File: src/rtl/sfx_sequencer.sv
// sfx_sequencer: plays short tone sequences for game events from an internal ROM.
// Each ROM entry is (freq, units); one unit lasts BEAT_DIV clocks. After the
// end marker the block holds silence for one extra unit (TAIL) before idling.
// Ports:
//   clk, rst_n            clock, async active-low reset
//   evt_hit/miss/over     one-cycle event pulses (priority over > miss > hit)
//   mute                  forces volume to 0, timing untouched
//   freq_hz               registered note frequency, 50000000 = silence
//   volume                VOL while a note sounds and not muted
//   busy                  high while a sequence (including TAIL) is active
//   note_strobe           one-cycle pulse whenever a new ROM entry loads
module sfx_sequencer #(
  parameter int unsigned BEAT_DIV = 6250000,
  parameter logic [2:0]  VOL      = 3'd3
) (
  input  logic        clk,
  input  logic        rst_n,
  input  logic        evt_hit,
  input  logic        evt_miss,
  input  logic        evt_over,
  input  logic        mute,
  output logic [31:0] freq_hz,
  output logic [2:0]  volume,
  output logic        busy,
  output logic        note_strobe
);
  localparam int          BW        = $clog2(BEAT_DIV);
  localparam logic [BW-1:0] BEAT_LAST = BW'(BEAT_DIV - 1);
  localparam logic [31:0] SIL       = 32'd50000000;

  typedef enum logic [1:0] {IDLE, PLAY, TAIL} state_t;

  // ROM: {units, freq}; units == 0 is the end marker of a sequence.
  // HIT at 0, MISS at 3, OVER at 7.
  function automatic logic [35:0] rom(input logic [3:0] a);
    case (a)
      4'd0:  rom = {4'd2, 32'd659};
      4'd1:  rom = {4'd2, 32'd784};
      4'd3:  rom = {4'd3, 32'd262};
      4'd4:  rom = {4'd1, SIL};
      4'd5:  rom = {4'd3, 32'd262};
      4'd7:  rom = {4'd4, 32'd392};
      4'd8:  rom = {4'd4, 32'd330};
      4'd9:  rom = {4'd8, 32'd262};
      default: rom = 36'd0;
    endcase
  endfunction

  state_t        state_q, state_d;
  logic [1:0]    seq_q, seq_d;
  logic [3:0]    addr_q, addr_d;
  logic [BW-1:0] beat_q, beat_d;
  logic [3:0]    unit_q, unit_d;
  logic [31:0]   freq_q, freq_d;
  logic [2:0]    vol_q, vol_d;
  logic          busy_q, busy_d;
  logic          stb_q, stb_d;

  logic          evt_any;
  logic [1:0]    evt_pri;
  logic [3:0]    base;
  logic          accept;
  logic [35:0]   ent;

  always_comb begin
    state_d = state_q;
    seq_d   = seq_q;
    addr_d  = addr_q;
    beat_d  = beat_q;
    unit_d  = unit_q;
    freq_d  = freq_q;
    stb_d   = 1'b0;
    ent     = 36'd0;

    evt_any = evt_hit | evt_miss | evt_over;
    evt_pri = evt_over ? 2'd2 : (evt_miss ? 2'd1 : 2'd0);
    base    = evt_over ? 4'd7 : (evt_miss ? 4'd3 : 4'd0);
    // TAIL is already past the musical part, so any event may take over.
    accept  = evt_any && (state_q != PLAY || evt_pri >= seq_q);

    if (accept) begin
      ent     = rom(base);
      addr_d  = base;
      seq_d   = evt_pri;
      freq_d  = ent[31:0];
      unit_d  = ent[35:32] - 4'd1;
      beat_d  = BEAT_LAST;
      state_d = PLAY;
      stb_d   = 1'b1;
    end else begin
      case (state_q)
        PLAY: begin
          if (beat_q != '0) begin
            beat_d = beat_q - 1'b1;
          end else if (unit_q != 4'd0) begin
            unit_d = unit_q - 4'd1;
            beat_d = BEAT_LAST;
          end else begin
            // terminal count: next entry loads on this same edge
            ent = rom(addr_q + 4'd1);
            if (ent[35:32] == 4'd0) begin
              state_d = TAIL;
              freq_d  = SIL;
              beat_d  = BEAT_LAST;
              unit_d  = 4'd0;
            end else begin
              addr_d = addr_q + 4'd1;
              freq_d = ent[31:0];
              unit_d = ent[35:32] - 4'd1;
              beat_d = BEAT_LAST;
              stb_d  = 1'b1;
            end
          end
        end
        TAIL: begin
          if (beat_q != '0) beat_d = beat_q - 1'b1;
          else              state_d = IDLE;
        end
        default: begin
          beat_d = '0;
          unit_d = 4'd0;
          freq_d = SIL;
        end
      endcase
    end

    vol_d  = (state_d == PLAY && freq_d != SIL && !mute) ? VOL : 3'd0;
    busy_d = (state_d != IDLE);
  end

  always_ff @(posedge clk or negedge rst_n) begin
    if (!rst_n) begin
      state_q <= IDLE;
      seq_q   <= 2'd0;
      addr_q  <= 4'd0;
      beat_q  <= '0;
      unit_q  <= 4'd0;
      freq_q  <= SIL;
      vol_q   <= 3'd0;
      busy_q  <= 1'b0;
      stb_q   <= 1'b0;
    end else begin
      state_q <= state_d;
      seq_q   <= seq_d;
      addr_q  <= addr_d;
      beat_q  <= beat_d;
      unit_q  <= unit_d;
      freq_q  <= freq_d;
      vol_q   <= vol_d;
      busy_q  <= busy_d;
      stb_q   <= stb_d;
    end
  end

  assign freq_hz     = freq_q;
  assign volume      = vol_q;
  assign busy        = busy_q;
  assign note_strobe = stb_q;
endmodule

File: config.mk
export PLATFORM = sky130hd
export DESIGN_NAME = sfx_sequencer
export DESIGN_NICKNAME = d
export VERILOG_FILES = /design/src/rtl/sfx_sequencer.sv
export SDC_FILE = /design/constraint.sdc
export NUM_CORES = 1
export LEC_CHECK = 0
export BUFFER_PORTS_ARGS = -buffer_cell sky130_fd_sc_hd__buf_4
export CORE_AREA = 2 2 97 99
export DETAILED_ROUTE_END_ITERATION = 12
export DIE_AREA = 0 0 99 101
export PLACE_DENSITY_LB_ADDON = 0.2
export SYNTH_ARGS = -nofsm -noshare
export SYNTH_HDL_FRONTEND = slang
export SYNTH_SLANG_ARGS = --single-unit
File: constraint.sdc
create_clock -name clk -period 6 [get_ports clk]
set_input_delay 0.3 -clock clk [delete_from_list [all_inputs] [get_ports clk]]
set_output_delay 0.3 -clock clk [all_outputs]
set_load 0.05 [all_outputs]
== After elaboration in Yosys (flattened, before gate mapping) ==
Memories as Yosys holds them, arrays and structs flattened.
Cells that the tools add are included.

* Register bits after elaboration: 71
* Memory bits (read-only): 768
* Output and inout bits: 37
* Memories: 2

* Add/sub/neg operators: 5
* Order comparisons: 1
* Equal/unequal tests: 11
* Mux-type cells: 40
* Bitwise logic cells: 2
* Reductions and logical operators: 12

{| class="wikitable"
|+ Memories
! memory !! words !! bits a word !! rd ports !! clocked after Yosys merged registers in !! wr ports !! RTL line !! text
|-
| (name not given) || 16 || 24 || 1 || 0 || 0 || 36 || <nowiki>case (a)</nowiki>
|-
| (name not given) || 16 || 24 || 1 || 0 || 0 || 36 ||
|}

{| class="wikitable"
|+ Operators with widths
! operator !! number
|-
| $mux W36 || 5
|-
| $mux W32 || 4
|-
| $mux W23 || 3
|-
| $pmux W32 S2 || 1
|-
| $pmux W23 S2 || 1
|-
| $mux W4 || 9
|-
| $ne A32 B26 Y1 const B || 1
|-
| $reduce_bool A23 Y1 || 1
|-
| $sub A23 B1 Y23 const B || 1
|-
| $mux W2 || 8
|-
| $sub A4 B1 Y4 const B || 3
|-
| $ne A2 B2 Y1 const B || 4
|-
| $pmux W4 S2 || 1
|-
| $mux W1 || 6
|-
| $ne A3 B3 Y1 const B || 2
|-
| $add A4 B1 Y4 const B || 1
|-
| $eq A2 B1 Y1 const B || 2
|-
| $logic_not A4 Y1 || 1
|-
| $pmux W2 S2 || 1
|-
| $reduce_and A4 Y1 || 1
|-
| $reduce_bool A2 Y1 || 2
|-
| $reduce_bool A4 Y1 || 1
|-
| $logic_and A1 B1 Y1 || 3
|-
| $mux W3 || 1
|-
| other kinds (7) || 8
|}

== Longest topological paths before layout ==
Gate-level depths: netlist of run 1.

* Depth in word-level cells: 16
* Depth in mapped cells: 13
* Mapped depth without buffers: 12

== Least setup slack after synthesis of run 1 ==
No wires, ideal clock.

* Kind: reg-to-reg
* Start: reg addr_q[1]
* End: reg vol_q[0], in the netlist volume[0]
* Data arrival time: 3258 ps
* Required time: 5880 ps
* Path slack: 2622 ps
* Cell stages (with the launch flop): 14
* Clock period less this slack: 3378 ps
* Path through: dfrtp_1 ha_1 clkbuf_1 xor2_1 nand2_1 o211ai_1 ha_1 o21ai_0 a31o_4 nor2_8 nor4_2 a221o_1 or4_1 o211a_1

* Word-level cells in the longest chain between the ends: 16
* Elaborated cells on any way between the ends: 22
* Those cells by class: add/sub (1); eq/ne (2); mux (15); reduce/logical (3); memory (1)

{| class="wikitable"
|+ RTL lines
! element !! RTL line !! text
|-
| start, declared || 51 || <nowiki>logic [3:0] addr_q, addr_d;</nowiki>
|-
| start signal, assigned || 145 || <nowiki>addr_q <= addr_d;</nowiki>
|-
| $add A4 B1 Y4 (*) || 100 || <nowiki>ent = rom(addr_q + 4'd1);</nowiki>
|-
| $mem_v2 Z16 W24 (*) || - ||
|-
| $mux W36 (*) || 95 || <nowiki>end else if (unit_q != 4'd0) begin</nowiki>
|-
| $mux W36 (*) || 93 || <nowiki>if (beat_q != '0) begin</nowiki>
|-
| $mux W36 (*) || 91 || <nowiki>case (state_q)</nowiki>
|-
| $mux W36 (*) || 81 || <nowiki>if (accept) begin</nowiki>
|-
| $logic_not A4 Y1 || 101 || <nowiki>if (ent[35:32] == 4'd0) begin</nowiki>
|-
| $mux W32 (*) || 101 ||
|-
| $mux W32 (*) || 95 ||
|-
| $mux W32 (*) || 93 ||
|-
| $pmux W32 S2 (*) || 91 ||
|-
| $mux W32 (*) || 81 ||
|-
| named net freq_d[4] || 54 || <nowiki>logic [31:0] freq_q, freq_d;</nowiki>
|-
| $ne A32 B26 Y1 (*) || 127 || <nowiki>vol_d = (state_d == PLAY && freq_d != SIL && !mute) ? VOL : 3'd0;</nowiki>
|-
| $logic_and A1 B1 Y1 (*) (2 in series) || 127 ||
|-
| $mux W2 (*) || 127 ||
|-
| named net vol_d[0] || 55 || <nowiki>logic [2:0] vol_q, vol_d;</nowiki>
|-
| end signal, assigned || 149 || <nowiki>vol_q <= vol_d;</nowiki>
|-
| end, declared || 55 ||
|}

Mark *: on every way through the listed nets, which the timed path passes. The rest lies on a longest branch. The select of a mux whose other input is x is not followed.
A chain may end at the register's enable or synchronous reset.

== Worst setup path after layout of run 1 ==
* Start: reg addr_q[1]
* End: reg vol_q[0], in the netlist volume[0]

* Word-level cells in the longest chain between the ends: 16
* Elaborated cells on any way between the ends: 22
* Those cells by class: add/sub (1); eq/ne (2); mux (15); reduce/logical (3); memory (1)

{| class="wikitable"
|+ RTL lines
! element !! RTL line
|-
| $add A4 B1 Y4 (*) || 100
|-
| $mem_v2 Z16 W24 (*) || -
|-
| $mux W36 (*) || 95
|-
| $mux W36 (*) || 93
|-
| $mux W36 (*) || 91
|-
| $mux W36 (*) || 81
|-
| $logic_not A4 Y1 || 101
|-
| $mux W32 / $mux W2 (equally long branches) || 101
|-
| $mux W32 / $mux W2 (equally long branches) || 95
|-
| $mux W32 / $mux W2 (equally long branches) || 93
|-
| $pmux W32 S2 / $pmux W2 S2 (equally long branches) || 91
|-
| $mux W32 / $mux W2 (equally long branches) || 81
|-
| $ne A32 B26 Y1 / $eq A2 B1 Y1 (equally long branches) || 127
|-
| $logic_and A1 B1 Y1 (*) (2 in series) || 127
|-
| $mux W2 (*) || 127
|-
| named net vol_d[0] || 55
|}

Marks and branches as above.

==> metrics.md, run 1 <==
| Metric | Value |
|---|---|
| Synthesized area | `4020 um2` |
| Final Wtd Congestion | `around 0.84` |
| Synth cell types | `66` |
| Reg2reg path depth | `11` |
| CTS tree | `built` |
| Worst path arrival time | `4.07 ns` |
| Met3 usage | `around 3.7%` |
| Met1 Use GR | `a little over a quarter` |
| CTS root buf | `clkbuf_8` |
| Pre-CTS WS | `around 2.3 ns` |
| Longest Clk Path Bufs | `2` |
| DR pass1 iterations | `5` |
| CP Capture Type | `register` |
| PortBufs | `41` |
| Drt drc | `0` |
| Total I/O pin count | `43` |
| Pwr per Cell Area | `544 nW/um2` |
| Leading cell type in the layout, fill and taps excluded | `nand2_1` |
| Fmax achieved | `264 MHz` |
| Final setup viols | `0` |
| Min Hold Slack | `between 0.07 and 0.08 ns` |
| Endpoints failing hold | `0` |
| CP peak stage delay | `slightly below 0.9 ns` |
| Syn avg cell area | `roughly 9.4 um2` |
| CP required | `6.28 ns` |
| Worst-margin pin slew | `between 1 and 1.5 ns` |
| Core box area | `between 8000 and 9000 um2` |
| R2R Path Start | `addr_q[1]` |
| Site Rows | `35` |
| Hpwl dp | `between 6 and 7 mm` |
| Critical path peak fanout | `12` |
| Layout Nets | `484` |
| Worst path bufs/invs | `0` |
| Die Area | `roughly 10000 um2` |
| CTS Buf Count | `9` |
| Synth async-reset ratio | `100%` |
| Sequential fraction of the synthesis area | `a little over two fifths` |
| Synth warn | `0` |
| WS Path Type | `register to register` |
| CP delay by family, top | `compound AO/OA/AOI/OAI gates` |
| DRT iter0 DRCs | `between 150 and 200` |
| Register bit count reported by yosys | `70` |
| Lkg Pwr | `about 0.0020 uW` |
| R2R Path End | `volume[0]` |
| VDD IR max | `~400 uV` |
| Slew margin rel. | `about 29%` |
| Starting Density | `44.8%` |
| M2 GR Usage | `33.2%` |
| Area grow syn2layout | `16.0%` |
| GRT Total Usage | `around a fifth` |
| RSZ-0062 raised after global routing | `no` |
| Global-route wire length before repair | `16.1 mm` |
| Post-CTS resize count | `0` |
| Most common flop cell mapped by yosys | `dfrtp_1` |
| Largest net degree at the start of global routing | `71` |
| Fill cells | `about 840` |
| Cells after synthesis | `between 400 and 500` |
| Vias per cell | `about 5.7` |
| DRT antenna net count | `0` |
| Post-Route WL | `a little under 10 mm` |
| Final setup slack of the worst path | `2.22 ns` |
| Clock sink count | `70` |
| Die height | `just over 100 um` |
| Reg clk slew, reported paths | `0.08 ns` |
| Fin crit period | `~3.8 ns` |
| Number of synthesized flops with an enable pin | `0` |
| WP depth | `11` |
| Vias in the first global route | `about 3200` |
| GRT Residual Overflow | `0` |
| Fraction of layout cells with a size suffix above 1 | `between 10% and 20%` |
| H-tree Lvls | `3` |
| Setup_tns | `0 ns` |
| Drt wl/cell | `around 17 um` |
| Status | `complete, no violations` |
| Worst setup SP type | `register` |
| Worst reg-to-reg setup slack | `between 2 and 2.5 ns` |
| Setup repair bufs after CTS | `0` |
| Antenna violations before repair | `0` |
| Via count | `around 3300` |
| Number of diodes | `0` |
| Max Cap Violations | `0` |
| Worst skew pair latency | `0.34 ns` |
| Crit-path cells | `ha_1 -> xor2_1 -> o211ai_1 -> ha_1 -> o21ai_0 -> a31o_4 -> o22ai_1 -> a31oi_1 -> o21ai_0 -> nand4b_1 -> o211a_1` |
| Fin crit share | `between 60% and 70%` |
| Die Span X | `roughly 99 um` |
| Layout Skew | `~0.0084 ns` |
| Hold-fix buffers, CTS | `0` |
| Hold Crit Class | `primary input to asynchronous set/reset pin` |
| Slew Viols, Final | `0` |
| Crit-path slowest cell | `a31oi_1` |
| Gr busiest metal | `met2` |
| Commonest non-fill, non-tap cells in the layout | `nand2_1 (65), dfrtp_1 (58), buf_4 (44)` |
| Syn nets | `between 400 and 500` |
[stage by stage]
step | util [%] | power [uW] | instance area, um2 | instances
2_1_floorplan | - | 1730 | 4020 | 426
3_3_place_gp | 49.2 | 2040 | 4420 | 564
3_5_place_dp | 49.2 | 2060 | 4420 | 564
4_1_cts | 51.9 | 2550 | 4660 | 580
5_1_grt | 51.9 | 2720 | 4660 | 580
6_report | 51.9 | 2530 | 4660 | 580
[cells in the mapped netlist (all sizes together), types with 2 or more instances]
cell,n,share of area [%]
nand2,66,6.3
dfrtp,58,36
nor2,33,3.5
o21ai,28,3.5
a21oi,27,3.5
and2,19,3.0
xor2,16,3.5
ha,14,4.4
inv,14,1.3
xnor2,14,3.2
dfstp,12,7.8
clkbuf,11,1.0
nor4,11,2.8
nand2b,8,1.3
nand3,8,1.0
nand4,7,1.1
buf,6,0.87
nor3,6,0.75
or3,6,0.93
a221o,5,1.2
o31ai,5,1.3
nor2b,4,0.62
a211o,3,0.65
mux2i,3,0.75
o211ai,3,0.56
o22ai,3,0.47
a211oi,2,0.37
a21o,2,0.37
a22oi,2,0.37
a31o,2,0.65
a31oi,2,0.31
nand4b,2,0.44
nor4b,2,0.96
o211a,2,0.50
o21a,2,0.37
or4,2,0.37
[cells by family (layout without fill, tap and decap cells)]
family / after synthesis / count (layout) / synth area share (%)
fa+ha+maj: 14 / 14 / 4.36
xor+xnor: 30 / 30 / 6.72
other cells: 1 / 1 / 0.0933
mux: 4 / 4 / 1.31
compound gates: 98 / 98 / 16.5
buf+inv: 31 / 74 / 3.21
simple gates: 178 / 178 / 23.8
flops: 70 / 70 / 43.9
[worst max path at each step]
| stage | startpoint | endpoint | slack, ns |
|---|---|---|---|
| after floorplan | addr_q[1] | volume[0] | 2.62 |
| after global placement | addr_q[1] | volume[0] | 2.52 |
| after detailed placement | addr_q[1] | volume[0] | 2.32 |
| after CTS | addr_q[1] | volume[0] | 2.29 |
| after global routing | addr_q[1] | volume[0] | 1.87 |
| final | addr_q[1] | volume[0] | 2.22 |
[where the power goes]
part / internal [uW] / leakage (uW) / switching (uW)
Combinational: 462 / 0.00104 / 860
Sequential: 612 / 0.000821 / 130
Clock: 278 / 0.000120 / 193
Total: 1350 / 0.00198 / 1180
[registers in the layout, indices dropped and copies added (netlist names)]
signal       cells
addr_q           4
note_strobe      1
busy             1
seq_q            2
beat_q          23
freq_hz         32
volume           1
unit_q           4
state_q          2
[area by class of cell]
cell class	instances	area [um2]	share of cell area, %
sequential	70	1770	37.9
tap	111	139	2.98
timing repair buffer	44	330	7.09
clock buffer	9	124	2.66
inverter	14	52.6	1.13
multi-input combinational	325	2130	45.7
clock inverter	7	120	2.58
[layer usage]
layer  up-vias  share of wire [%]  wire length [um]
li1       1574                  -                 -
met1      1634                 46              4520
met2        61                 49              4750
met3        12                3.3               317
met4         0                1.5               147
met5         -                  0                 0
Power figures use the tool's default switching activity.
==> run 2, diff against run 1 <==
Clock period 6 ns to 3.4 ns, I/O delays scaled along.
==> metrics.md, run 2 (synthesized netlist as in run 1, its figures left out) <==
| Metric | Value |
|---|---|
| Vias per cell | `5.50 (-2.8%)` |
| DRT antenna net count | `0 (unchanged)` |
| Power Total | `4360 uW (+72%)` |
| Vias in the first global route | `3265 (+1.2%)` |
| Commonest non-fill, non-tap cells in the layout | `nand2_1 (65), dfrtp_1 (58), buf_4 (58)` |
| Comb pwr share | `56.7% (+4.5 points)` |
| Core box area | `8980 um2 (unchanged)` |
| Drt wl/cell | `16.0 um (-5.0%)` |
| R2R Path End | `volume[0]` |
| Final setup viols | `0 (unchanged)` |
| DRT iter0 DRCs | `222 (+28%)` |
| Post-Route WL | `9.49 mm (-2.5%)` |
| Longest Clk Path Bufs | `2 (unchanged)` |
| Final setup slack of the worst path | `0.241 ns (-1.97 ns)` |
| CP delay by family, top | `compound AO/OA/AOI/OAI gates` |
| Pint | `2300 uW (+70%)` |
| Area grow syn2layout | `17.4%` |
| Crit-path cells | `ha_1 -> xor2_2 -> nand2_1 -> o211ai_1 -> ha_1 -> o21ai_0 -> a31o_4 -> nor2_8 -> nor4_2 -> a221o_1 -> or4_1 -> o211a_1` |
| Max Cap Violations | `0 (unchanged)` |
| Pre-CTS WS | `0.173 ns (-2.14 ns)` |
| Critical path peak fanout | `8 (-4)` |
| Leading cell type in the layout, fill and taps excluded | `nand2_1` |
| Final Wtd Congestion | `0.855 (+1.4%)` |
| CP required | `3.64 ns (-2.64 ns)` |
| Reg clk slew, reported paths | `0.07 ns (about the same)` |
| RSZ-0062 raised after global routing | `no` |
| Crit path top cell by count | `ha_1` |
| Die Span X | `99 um (unchanged)` |
| Crit. Startpoint | `addr_q[0]` |
| Via count | `3270 (-0.34%)` |
| Drt drc | `0 (unchanged)` |
| Min Hold Slack | `0.109 ns (+0.0373 ns)` |
| Core Util, Final | `52.6% (+0.63 points)` |
| CTS tree | `built` |
| HP Start | `mute` |
| Fin crit period | `3.16 ns (-0.625 ns)` |
| CTS root buf | `clkbuf_8` |
| Fin crit share | `92.9% (+30 points)` |
| Slew margin rel. | `41.4% (+12 points)` |
| GRT Total Usage | `19.9% (-0.17 points)` |
| Starting Density | `44.8% (unchanged)` |
| Sequential Power Share | `29.3% (about the same)` |
| Worst reg-to-reg setup slack | `0.24 ns (-1.97 ns)` |
| Endpoints failing hold | `0 (unchanged)` |
| Clock sink count | `70 (unchanged)` |
| Largest net degree at the start of global routing | `71 (unchanged)` |
| Reg2reg path depth | `12 (+1)` |
| Site Rows | `35 (unchanged)` |
| Slew Viols, Final | `0 (unchanged)` |
| Global-route wire length before repair | `15.9 mm (-1.3%)` |
| Hold Crit Class | `primary input to register` |
| VDD IR max | `685 uV (+68%)` |
| CP Capture Type | `register` |
| R2R Path Start | `addr_q[0]` |
| Worst-margin pin slew | `0.879 ns (-0.176 ns)` |
| Worst path bufs/invs | `0 (unchanged)` |
| Worst path arrival time | `3.40 ns (-0.67 ns)` |
| Layout Skew | `0.0123 ns (+0.00386 ns)` |
| Fraction of layout cells with a size suffix above 1 | `21.5% (+1.9 points)` |
| Die height | `101 um (unchanged)` |
| Sw frac | `47.3% (+0.66 points)` |
| CTS Buf Count | `9 (unchanged)` |
| PortBufs | `41 (unchanged)` |
| Setup_tns | `0 ns (unchanged)` |
| Pwr per Cell Area | `925 nW/um2 (+70%)` |
| Setup repair bufs after CTS | `0 (unchanged)` |
| Layout Nets | `499 (+3.1%)` |
| WP depth | `12 (+1)` |
| Clock Power Share | `14.0% (-4.6 points)` |
| Number of diodes | `0 (unchanged)` |
| Total I/O pin count | `43 (unchanged)` |
| Status | `complete, no violations` |
| Crit-path slowest cell | `or4_1` |
| CP peak stage delay | `0.52 ns (-0.35 ns)` |
| Switch Pwr | `2070 uW (+75%)` |
| Fmax achieved | `317 MHz (+20%)` |
| WS Path Type | `register to register` |
| Crit path to | `volume[0]` |
| Antenna violations before repair | `0 (unchanged)` |
| Worst setup SP type | `register` |
| Max reg flops | `32 (unchanged)` |
| Hpwl dp | `6.91 mm (+1.5%)` |
| Worst skew pair latency | `0.35 ns (about the same)` |
| Lkg Pwr | `0.00202 uW (+2.1%)` |
| Die Area | `10000 um2 (unchanged)` |
| GRT Residual Overflow | `0 (unchanged)` |
| DR pass1 iterations | `4 (-1)` |
| H-tree Lvls | `3 (unchanged)` |
[run 2: cell count changes in the layout (fill, tap and decap cells not counted), sizes merged]
| cell | change |
|---|---|
| inv | -1 |
| clkbuf | +4 |
| bufinv | -3 |
| dlygate4sd3 | +1 |
| buf | +14 |
[run 2: layout make-up]
class                           instances  area [um2]
Timing Repair Buffer                   59         445
Clock inverter                          3        17.5
Multi-Input combinational cell        325        2140
Inverter                               14        52.6
Clock buffer                           13         160
Sequential cell                        70        1770
Tap cell                              111         139
Fill cell                             805        4260
[run 2: how the worst min path moves through the flow]
stage	to	slack [ns]	depth (start not counted)
floorplan	addr_q[0]	-0.13	0
global placement	beat_q[17]	0.35	1
detailed placement	beat_q[18]	0.35	1
CTS	volume[0]	0.09	3
global route	volume[0]	0.11	3
finish	volume[0]	0.11	3
[run 2: stage by stage]
step	instances	cell area, um2
after global routing	595	4720
final	595	4720
after CTS	595	4710
after detailed placement	578	4520
after floorplan	426	4020
after global placement	578	4520
[run 2: repair_timing]
| item | CTS | global route |
|---|---|---|
| resized for setup | 0 | 1 |
| hold endpoints to repair | 58 | 0 |
| hold buffers | 1 | 0 |
| endpoints found under the setup margin | 0 | 1 |
[run 2: power by group through the flow]
stage	registers (uW)	clock network (uW)	logic, uW
2_1_floorplan	1600	0	1450
4_1_cts	1270	634	2470
3_3_place_gp	1280	0	2430
6_report	1280	611	2470
3_5_place_dp	1290	0	2450
5_1_grt	1310	669	2710
[run 2: metal layers]
layer,vias up,routed length (um),global-route usage [%]
li1,1610,-,-
met1,1582,4270,26.0
met2,70,4660,33.2
met3,8,468,5.06
met4,0,92,5.37
met5,-,0,0
[run 2: worst register-to-register path, delay by kind of cell, from the launching register on]
family                     cells  cell delay, ns
DFF                            1            0.39
adders and majority gates      2            0.45
AOI/OAI and AO/OA              5            1.07
xor gates and xnor gates       1            0.28
and+or+nand+nor                4            0.85
